<file path="config.mk">
export PLATFORM = sky130hd
export DESIGN_NAME = fp_result_packer_flat
export DESIGN_NICKNAME = d
export VERILOG_FILES = /design/src/rtl/fp_result_packer_if.sv /design/src/rtl/fp_result_packer.sv /design/src/flat_wrapper.sv
export SDC_FILE = /design/constraint.sdc
export NUM_CORES = 2
export LEC_CHECK = 0
export CORE_AREA = 2 2 481 483
export DETAILED_ROUTE_END_ITERATION = 8
export DIE_AREA = 0 0 483 485
export PLACE_DENSITY = 0.56
export SYNTH_ARGS = -nofsm -noshare
export SYNTH_HDL_FRONTEND = slang
export SYNTH_SLANG_ARGS = --single-unit
</file>
<file path="constraint.sdc">
create_clock -name clk -period 41.7 [get_ports clk]
set_input_delay 10.425 -clock clk [delete_from_list [all_inputs] [get_ports clk]]
set_output_delay 10.425 -clock clk [all_outputs]
set_load 0.02 [all_outputs]
</file>
<file path="src/rtl/fp_result_packer_if.sv">
`default_nettype none
// ============================================================================
// Module   : fp_result_packer_if
// Purpose  : Vector handshake bundle between the FP add path and the packer.
// Revision : 1.0 - initial release
// ============================================================================
interface fp_result_packer_if #(
    parameter int NUM_LANES = 16
);
    logic                      in_valid;
    logic                      in_ready;
    logic [NUM_LANES*32-1:0]   in_significand;
    logic [NUM_LANES*8-1:0]    in_exponent;
    logic [NUM_LANES-1:0]      in_sign;
    logic [NUM_LANES-1:0]      in_is_inf;
    logic [NUM_LANES-1:0]      in_is_nan;
    logic [NUM_LANES-1:0]      in_mask;
    logic                      out_valid;
    logic                      out_ready;
    logic [NUM_LANES*32-1:0]   out_result;
    logic [NUM_LANES-1:0]      out_mask;

    modport master (
        output in_valid, in_significand, in_exponent, in_sign, in_is_inf,
               in_is_nan, in_mask, out_ready,
        input  in_ready, out_valid, out_result, out_mask
    );

    modport slave (
        input  in_valid, in_significand, in_exponent, in_sign, in_is_inf,
               in_is_nan, in_mask, out_ready,
        output in_ready, out_valid, out_result, out_mask
    );
endinterface
`default_nettype wire

</file>
<file path="src/rtl/fp_result_packer.sv">
`default_nettype none
// ============================================================================
// Module   : fp_result_packer
// Purpose  : Normalizes and packs add-path results into IEEE singles,
//            LANES_PER_CYCLE lanes per cycle. FP_PACK_DENORMAL_EN enables
//            denormal outputs instead of flush-to-zero.
// Revision : 1.0 - initial release
// ============================================================================
module fp_result_packer #(
    parameter int NUM_LANES       = 16,
    parameter int LANES_PER_CYCLE = 4
) (
    input  wire logic          clk,
    input  wire logic          reset,
    fp_result_packer_if.slave  bus
);
    localparam int GROUPS = NUM_LANES / LANES_PER_CYCLE;
    localparam int CW     = (GROUPS > 1) ? $clog2(GROUPS) : 1;

    localparam logic [1:0] c_IDLE    = 2'd0;
    localparam logic [1:0] c_CONVERT = 2'd1;
    localparam logic [1:0] c_DONE    = 2'd2;

    logic [1:0]                      r_state;
    logic [CW-1:0]                   r_count;
    logic [NUM_LANES*25-1:0]         r_sig;
    logic [NUM_LANES*8-1:0]          r_exp;
    logic [NUM_LANES-1:0]            r_sign;
    logic [NUM_LANES-1:0]            r_inf;
    logic [NUM_LANES-1:0]            r_nan;
    logic                            r_out_valid;
    logic [NUM_LANES*32-1:0]         r_out_result;
    logic [NUM_LANES-1:0]            r_out_mask;

    logic [NUM_LANES*25-1:0]         w_sig_trim;
    logic [LANES_PER_CYCLE*32-1:0]   w_packed;
    logic                            w_in_ready;
    logic                            w_accept;
    int                              w_base;

    function automatic logic [31:0] pack_lane(
        input logic [24:0] sig,
        input logic [7:0]  exp,
        input logic        sign,
        input logic        inf,
        input logic        nan
    );
        logic [23:0]       norm;
        logic signed [9:0] e;
        logic [4:0]        lz;
        logic [31:0]       res;
`ifdef FP_PACK_DENORMAL_EN
        logic signed [9:0] sh;
        logic [23:0]       den;
`endif
        norm = '0;
        e    = '0;
        lz   = '0;
        res  = '0;
        if (nan) begin
            res = 32'h7FFF_FFFF;
        end else if (inf) begin
            res = {sign, 8'hFF, 23'h0};
        end else if (sig != 25'h0) begin
            if (sig[24]) begin
                norm = sig[24:1];
                e    = $signed({2'b00, exp}) + 10'sd1;
            end else begin
                // Highest set bit is visited last and determines the count.
                for (int b = 0; b < 24; b++) begin
                    if (sig[b]) lz = 5'(23 - b);
                end
                norm = sig[23:0] << lz;
                e    = $signed({2'b00, exp}) - $signed({5'b00000, lz});
            end
            if (e >= 10'sd255) begin
                res = {sign, 8'hFF, 23'h0};
            end else if (e <= 10'sd0) begin
`ifdef FP_PACK_DENORMAL_EN
                if (e >= -10'sd22) begin
                    sh  = 10'sd1 - e;
                    den = norm >> sh[4:0];
                    res = {sign, 8'h00, den[22:0]};
                end else begin
                    res = {sign, 31'h0};
                end
`else
                res = {sign, 31'h0};
`endif
            end else begin
                res = {sign, e[7:0], norm[22:0]};
            end
        end
        return res;
    endfunction

    // Bits above the carry position never reach the packer.
    for (genvar l = 0; l < NUM_LANES; l++) begin : g_trim
        assign w_sig_trim[l*25 +: 25] = bus.in_significand[l*32 +: 25];
    end

    assign w_in_ready = (r_state == c_IDLE) || ((r_state == c_DONE) && bus.out_ready);
    assign w_accept   = bus.in_valid && w_in_ready;
    assign w_base     = int'(r_count) * LANES_PER_CYCLE;

    assign bus.in_ready   = w_in_ready;
    assign bus.out_valid  = r_out_valid;
    assign bus.out_result = r_out_result;
    assign bus.out_mask   = r_out_mask;

    always_comb begin
        w_packed = '0;
        for (int i = 0; i < LANES_PER_CYCLE; i++) begin
            w_packed[i*32 +: 32] = pack_lane(r_sig[(w_base+i)*25 +: 25],
                                             r_exp[(w_base+i)*8 +: 8],
                                             r_sign[w_base+i],
                                             r_inf[w_base+i],
                                             r_nan[w_base+i]);
        end
    end

    always_ff @(posedge clk or posedge reset) begin
        if (reset) begin
            r_state      <= c_IDLE;
            r_count      <= '0;
            r_sig        <= '0;
            r_exp        <= '0;
            r_sign       <= '0;
            r_inf        <= '0;
            r_nan        <= '0;
            r_out_valid  <= 1'b0;
            r_out_result <= '0;
            r_out_mask   <= '0;
        end else if (w_accept) begin
            r_sig       <= w_sig_trim;
            r_exp       <= bus.in_exponent;
            r_sign      <= bus.in_sign;
            r_inf       <= bus.in_is_inf;
            r_nan       <= bus.in_is_nan;
            r_out_mask  <= bus.in_mask;
            r_count     <= '0;
            r_state     <= c_CONVERT;
            r_out_valid <= 1'b0;
        end else begin
            case (r_state)
                c_CONVERT: begin
                    for (int i = 0; i < LANES_PER_CYCLE; i++) begin
                        r_out_result[(w_base+i)*32 +: 32] <= w_packed[i*32 +: 32];
                    end
                    if (r_count == CW'(GROUPS - 1)) begin
                        r_state     <= c_DONE;
                        r_out_valid <= 1'b1;
                    end else begin
                        r_count <= r_count + 1'b1;
                    end
                end
                c_DONE: begin
                    if (bus.out_ready) begin
                        r_state     <= c_IDLE;
                        r_out_valid <= 1'b0;
                    end
                end
                default: r_state <= c_IDLE;
            endcase
        end
    end
endmodule
`default_nettype wire
</file>
<file path="src/flat_wrapper.sv">
// flat-port wrapper written by rule: the top's interface ports become plain ports
module fp_result_packer_flat 
#(
    parameter int NUM_LANES       = 16,
    parameter int LANES_PER_CYCLE = 4
)
  (clk, reset, bus_in_valid, bus_in_significand, bus_in_exponent, bus_in_sign, bus_in_is_inf, bus_in_is_nan, bus_in_mask, bus_out_ready, bus_in_ready, bus_out_valid, bus_out_result, bus_out_mask);
  fp_result_packer_if #(.NUM_LANES(NUM_LANES)) bus_i ();
  input  wire logic clk;
  input  wire logic reset;
  input wire logic [$bits(bus_i.in_valid)-1:0] bus_in_valid;
  input wire logic [$bits(bus_i.in_significand)-1:0] bus_in_significand;
  input wire logic [$bits(bus_i.in_exponent)-1:0] bus_in_exponent;
  input wire logic [$bits(bus_i.in_sign)-1:0] bus_in_sign;
  input wire logic [$bits(bus_i.in_is_inf)-1:0] bus_in_is_inf;
  input wire logic [$bits(bus_i.in_is_nan)-1:0] bus_in_is_nan;
  input wire logic [$bits(bus_i.in_mask)-1:0] bus_in_mask;
  input wire logic [$bits(bus_i.out_ready)-1:0] bus_out_ready;
  output wire logic [$bits(bus_i.in_ready)-1:0] bus_in_ready;
  output wire logic [$bits(bus_i.out_valid)-1:0] bus_out_valid;
  output wire logic [$bits(bus_i.out_result)-1:0] bus_out_result;
  output wire logic [$bits(bus_i.out_mask)-1:0] bus_out_mask;
  assign bus_i.in_valid = bus_in_valid;
  assign bus_i.in_significand = bus_in_significand;
  assign bus_i.in_exponent = bus_in_exponent;
  assign bus_i.in_sign = bus_in_sign;
  assign bus_i.in_is_inf = bus_in_is_inf;
  assign bus_i.in_is_nan = bus_in_is_nan;
  assign bus_i.in_mask = bus_in_mask;
  assign bus_i.out_ready = bus_out_ready;
  assign bus_in_ready = bus_i.in_ready;
  assign bus_out_valid = bus_i.out_valid;
  assign bus_out_result = bus_i.out_result;
  assign bus_out_mask = bus_i.out_mask;
  fp_result_packer #(.NUM_LANES(NUM_LANES), .LANES_PER_CYCLE(LANES_PER_CYCLE)) u_core (.clk(clk), .reset(reset), .bus(bus_i));
endmodule
</file>
==> out/qor.csv <==
metric,value,unit
status,finished with violations,
failed_checks,capacitance limit,
clk-insertion-delay-late,0.86,ns
tightest_slew,1.49,ns
htree_levels,3,
synth_edf_count,0,
cp_max_fo,3,
cp-start-kind,input pin,
boundaryPins,1238,
wire_per_inst,36.5,µm
arrival,11.73,ns
drcViolationCount,0,
synth_flop_cell,dfrtp_1,
avgSynthCellArea,9.68,µm²
holdWs,0.470,ns
period_minus_slack,22.16,ns
r2r_slack,29.76,ns
synth-seq-area-share,39.1,%
clkSlewWorstSetupHoldPaths,0.06,ns
track_usage,34.3,%
setup_viol,0,
grt_pass1_wl,563000,µm
gp_congestion,1.04,
yosysWarnings,0,
start_util,31.0,%
die_y,485,µm
hold_buffers,0,
post_drt_via_cell_ratio,6.06,
area_growth,25.3,%
synth-seq-cells,1109,
drt-initial-drc-count,9192,
cpMostUsedCell,clkdlybuf4s50_1,
reg2reg_to,u_core.bus.out_result[212],
routed_wl,415000,µm
place_area,84600,µm²
cts_buffer_depth,3,
syn_area,70900,µm²
hold_depth,2,
drive_gt1_share,12.9,%
cp-end-kind,output port,
relSlewSlack,0.633,%
synth.distinct_cells,137,
hp-class,reg -> reg,
dp_hpwl,321000,µm
slew_violations,0,
cp_data_required_time,31.28,ns
synth_async_sr_flop_share,100,%
period_share,53.1,%
die_x,483,µm
r2r_cells,26,
crit_path_top_delay_cell,clkdlybuf4s50_1,
reg2reg_from,u_core.r_count[1],
fillers,22900,
holdCritStartpoint,u_core.r_exp[85],
crit_buf_inv,2,
nets,8953,
overflow,0,
cts_resized,0,
finalSetupTns,0,ns
first_global_vias,65800,
critical_path.cell_chain,"clkdlybuf4s50_1, a21o_1, clkdlybuf4s50_1",
timing.fmax,45.1,MHz
hold_end,u_core.r_exp[85],
hold_viol,0,
crit_family,buffers and inverters,
rsz0062_at_grt,false,
cts_tree,done,
clock-sinks,1109,
fin_skew,0.0903,ns
vias,68900,
root_buffer,clkbuf_16,
fin_util,38.8,%
design_area,88900,µm²
die_area,234000,µm²
critPathKind,in -> out,
startpoint,bus_out_ready,
syn_nets,8074,
fp-row-count,176,
slowest_delay,0.63,ns
post-cts-setup-buffer-count,0,
cts_buffers,121,
grt_antenna_before_repair,60,
syn_inst,7326,
final_antenna_net_count,0,
dr.pass1.iters,6,
grt_max_degree,181,
port_buffers,1125,
maxCapViolCount,1,
coreArea,229000,µm²
## layout by cell type, fill, tap and decap left out, drive strengths merged, types with 29 or more instances in the layout
| master | Yosys | layout |
|---|---|---|
| a21oi | 229 | 229 |
| clkinv | 3 | 33 |
| diode | 0 | 46 |
| a22o | 139 | 139 |
| nand2 | 2266 | 2266 |
| clkdlybuf4s50 | 0 | 1125 |
| a22oi | 70 | 70 |
| nor3 | 62 | 62 |
| buf | 258 | 180 |
| nor2 | 327 | 327 |
| dfrtp | 1109 | 1109 |
| mux2i | 399 | 399 |
| o211ai | 38 | 38 |
| mux4 | 444 | 444 |
| o31ai | 41 | 41 |
| o21ai | 382 | 382 |
| inv | 78 | 82 |
| ha | 36 | 36 |
| and2 | 53 | 53 |
| o22ai | 75 | 75 |
| a31oi | 39 | 39 |
| nand3 | 96 | 96 |
| nand2b | 40 | 40 |
| mux2 | 98 | 98 |
| nor2b | 43 | 43 |
| clkbuf | 291 | 173 |
| a211oi | 39 | 39 |
| a221o | 159 | 159 |
| or2 | 29 | 29 |
## synth_stat cells (59+ instances only)
cell,instances,share of area (%)
nor2_1,315,1.7
nand2_1,2265,12
dfrtp_1,1109,39
a22o_1,138,1.7
nor3_1,59,0.42
mux4_2,428,14
clkbuf_1,291,1.5
buf_6,65,1.0
o21ai_0,335,2.4
buf_2,93,0.66
mux2i_1,398,5.6
a221o_1,159,2.2
nand3_1,93,0.66
mux2_2,92,1.5
a22oi_1,69,0.73
inv_1,67,0.35
o22ai_1,75,0.66
a21oi_1,225,1.6
## sequential cells by signal (all words and copies together) (netlist names)
signal,count
u_core.bus.out_result,512
u_core.r_sig,400
u_core.r_exp,128
u_core.bus.out_mask,16
u_core.r_inf,16
u_core.r_nan,16
u_core.r_sign,16
u_core.r_count,2
u_core.r_state,2
u_core.bus.out_valid,1
## tightest hold or removal path, stage by stage (launching register included)
cell and delay, ns:
dfrtp_1 0.33, nand2_1 0.05, nand2_1 0.06
## cells by family (layout without fill, tap and decap cells)
group | after synthesis | count (layout) | synth area share, %
xor gates and xnor gates | 33 | 33 | 0.407
buffers and inverters | 630 | 1607 | 4.84
and+or+nand+nor | 3065 | 3065 | 18.1
muxes | 941 | 941 | 21.4
AOI/OAI and AO/OA | 1508 | 1508 | 15.5
adders and majority gates | 40 | 40 | 0.748
other | 0 | 46 | 0
DFF | 1109 | 1109 | 39.1
## routing by layer
| layer | vias up | track usage [%] | routed length [µm] |
|---|---|---|---|
| li1 | 28500 | - | - |
| met1 | 35200 | 44.7 | 167000 |
| met2 | 4282 | 51.7 | 181000 |
| met3 | 931 | 8.55 | 38800 |
| met4 | 20 | 20.0 | 29000 |
| met5 | - | 0 | 152 |
## worst max path at each step
stage,to,depth (start not counted)
2_1_floorplan,u_core.bus.out_mask[0],1
3_3_place_gp,bus_in_ready,3
3_5_place_dp,bus_in_ready,3
4_1_cts,bus_in_ready,3
5_1_grt,bus_in_ready,3
6_report,bus_in_ready,3
## metrics by stage
step / setup WS, ns / instances
2_1_floorplan: 0.0485 / 7326
3_3_place_gp: 19.53 / 11100
3_5_place_dp: 19.55 / 11100
4_1_cts: 19.54 / 11300
5_1_grt: 19.51 / 11400
6_report: 19.54 / 11400
## cell type report
cell class,count,area [µm²],area share [%]
flip-flops and latches,1109,27800,31.2
diodes,46,115,0.129
clock buffers,173,3510,3.95
inverters,81,320,0.360
multi-input cells,5587,40000,45.0
repair buffers,1305,12700,14.3
clock inverters,48,677,0.761
well taps,3026,3790,4.26
Power is not shown: default switching activity piles up to over one toggle a cycle in this logic, so the estimate is an artifact.
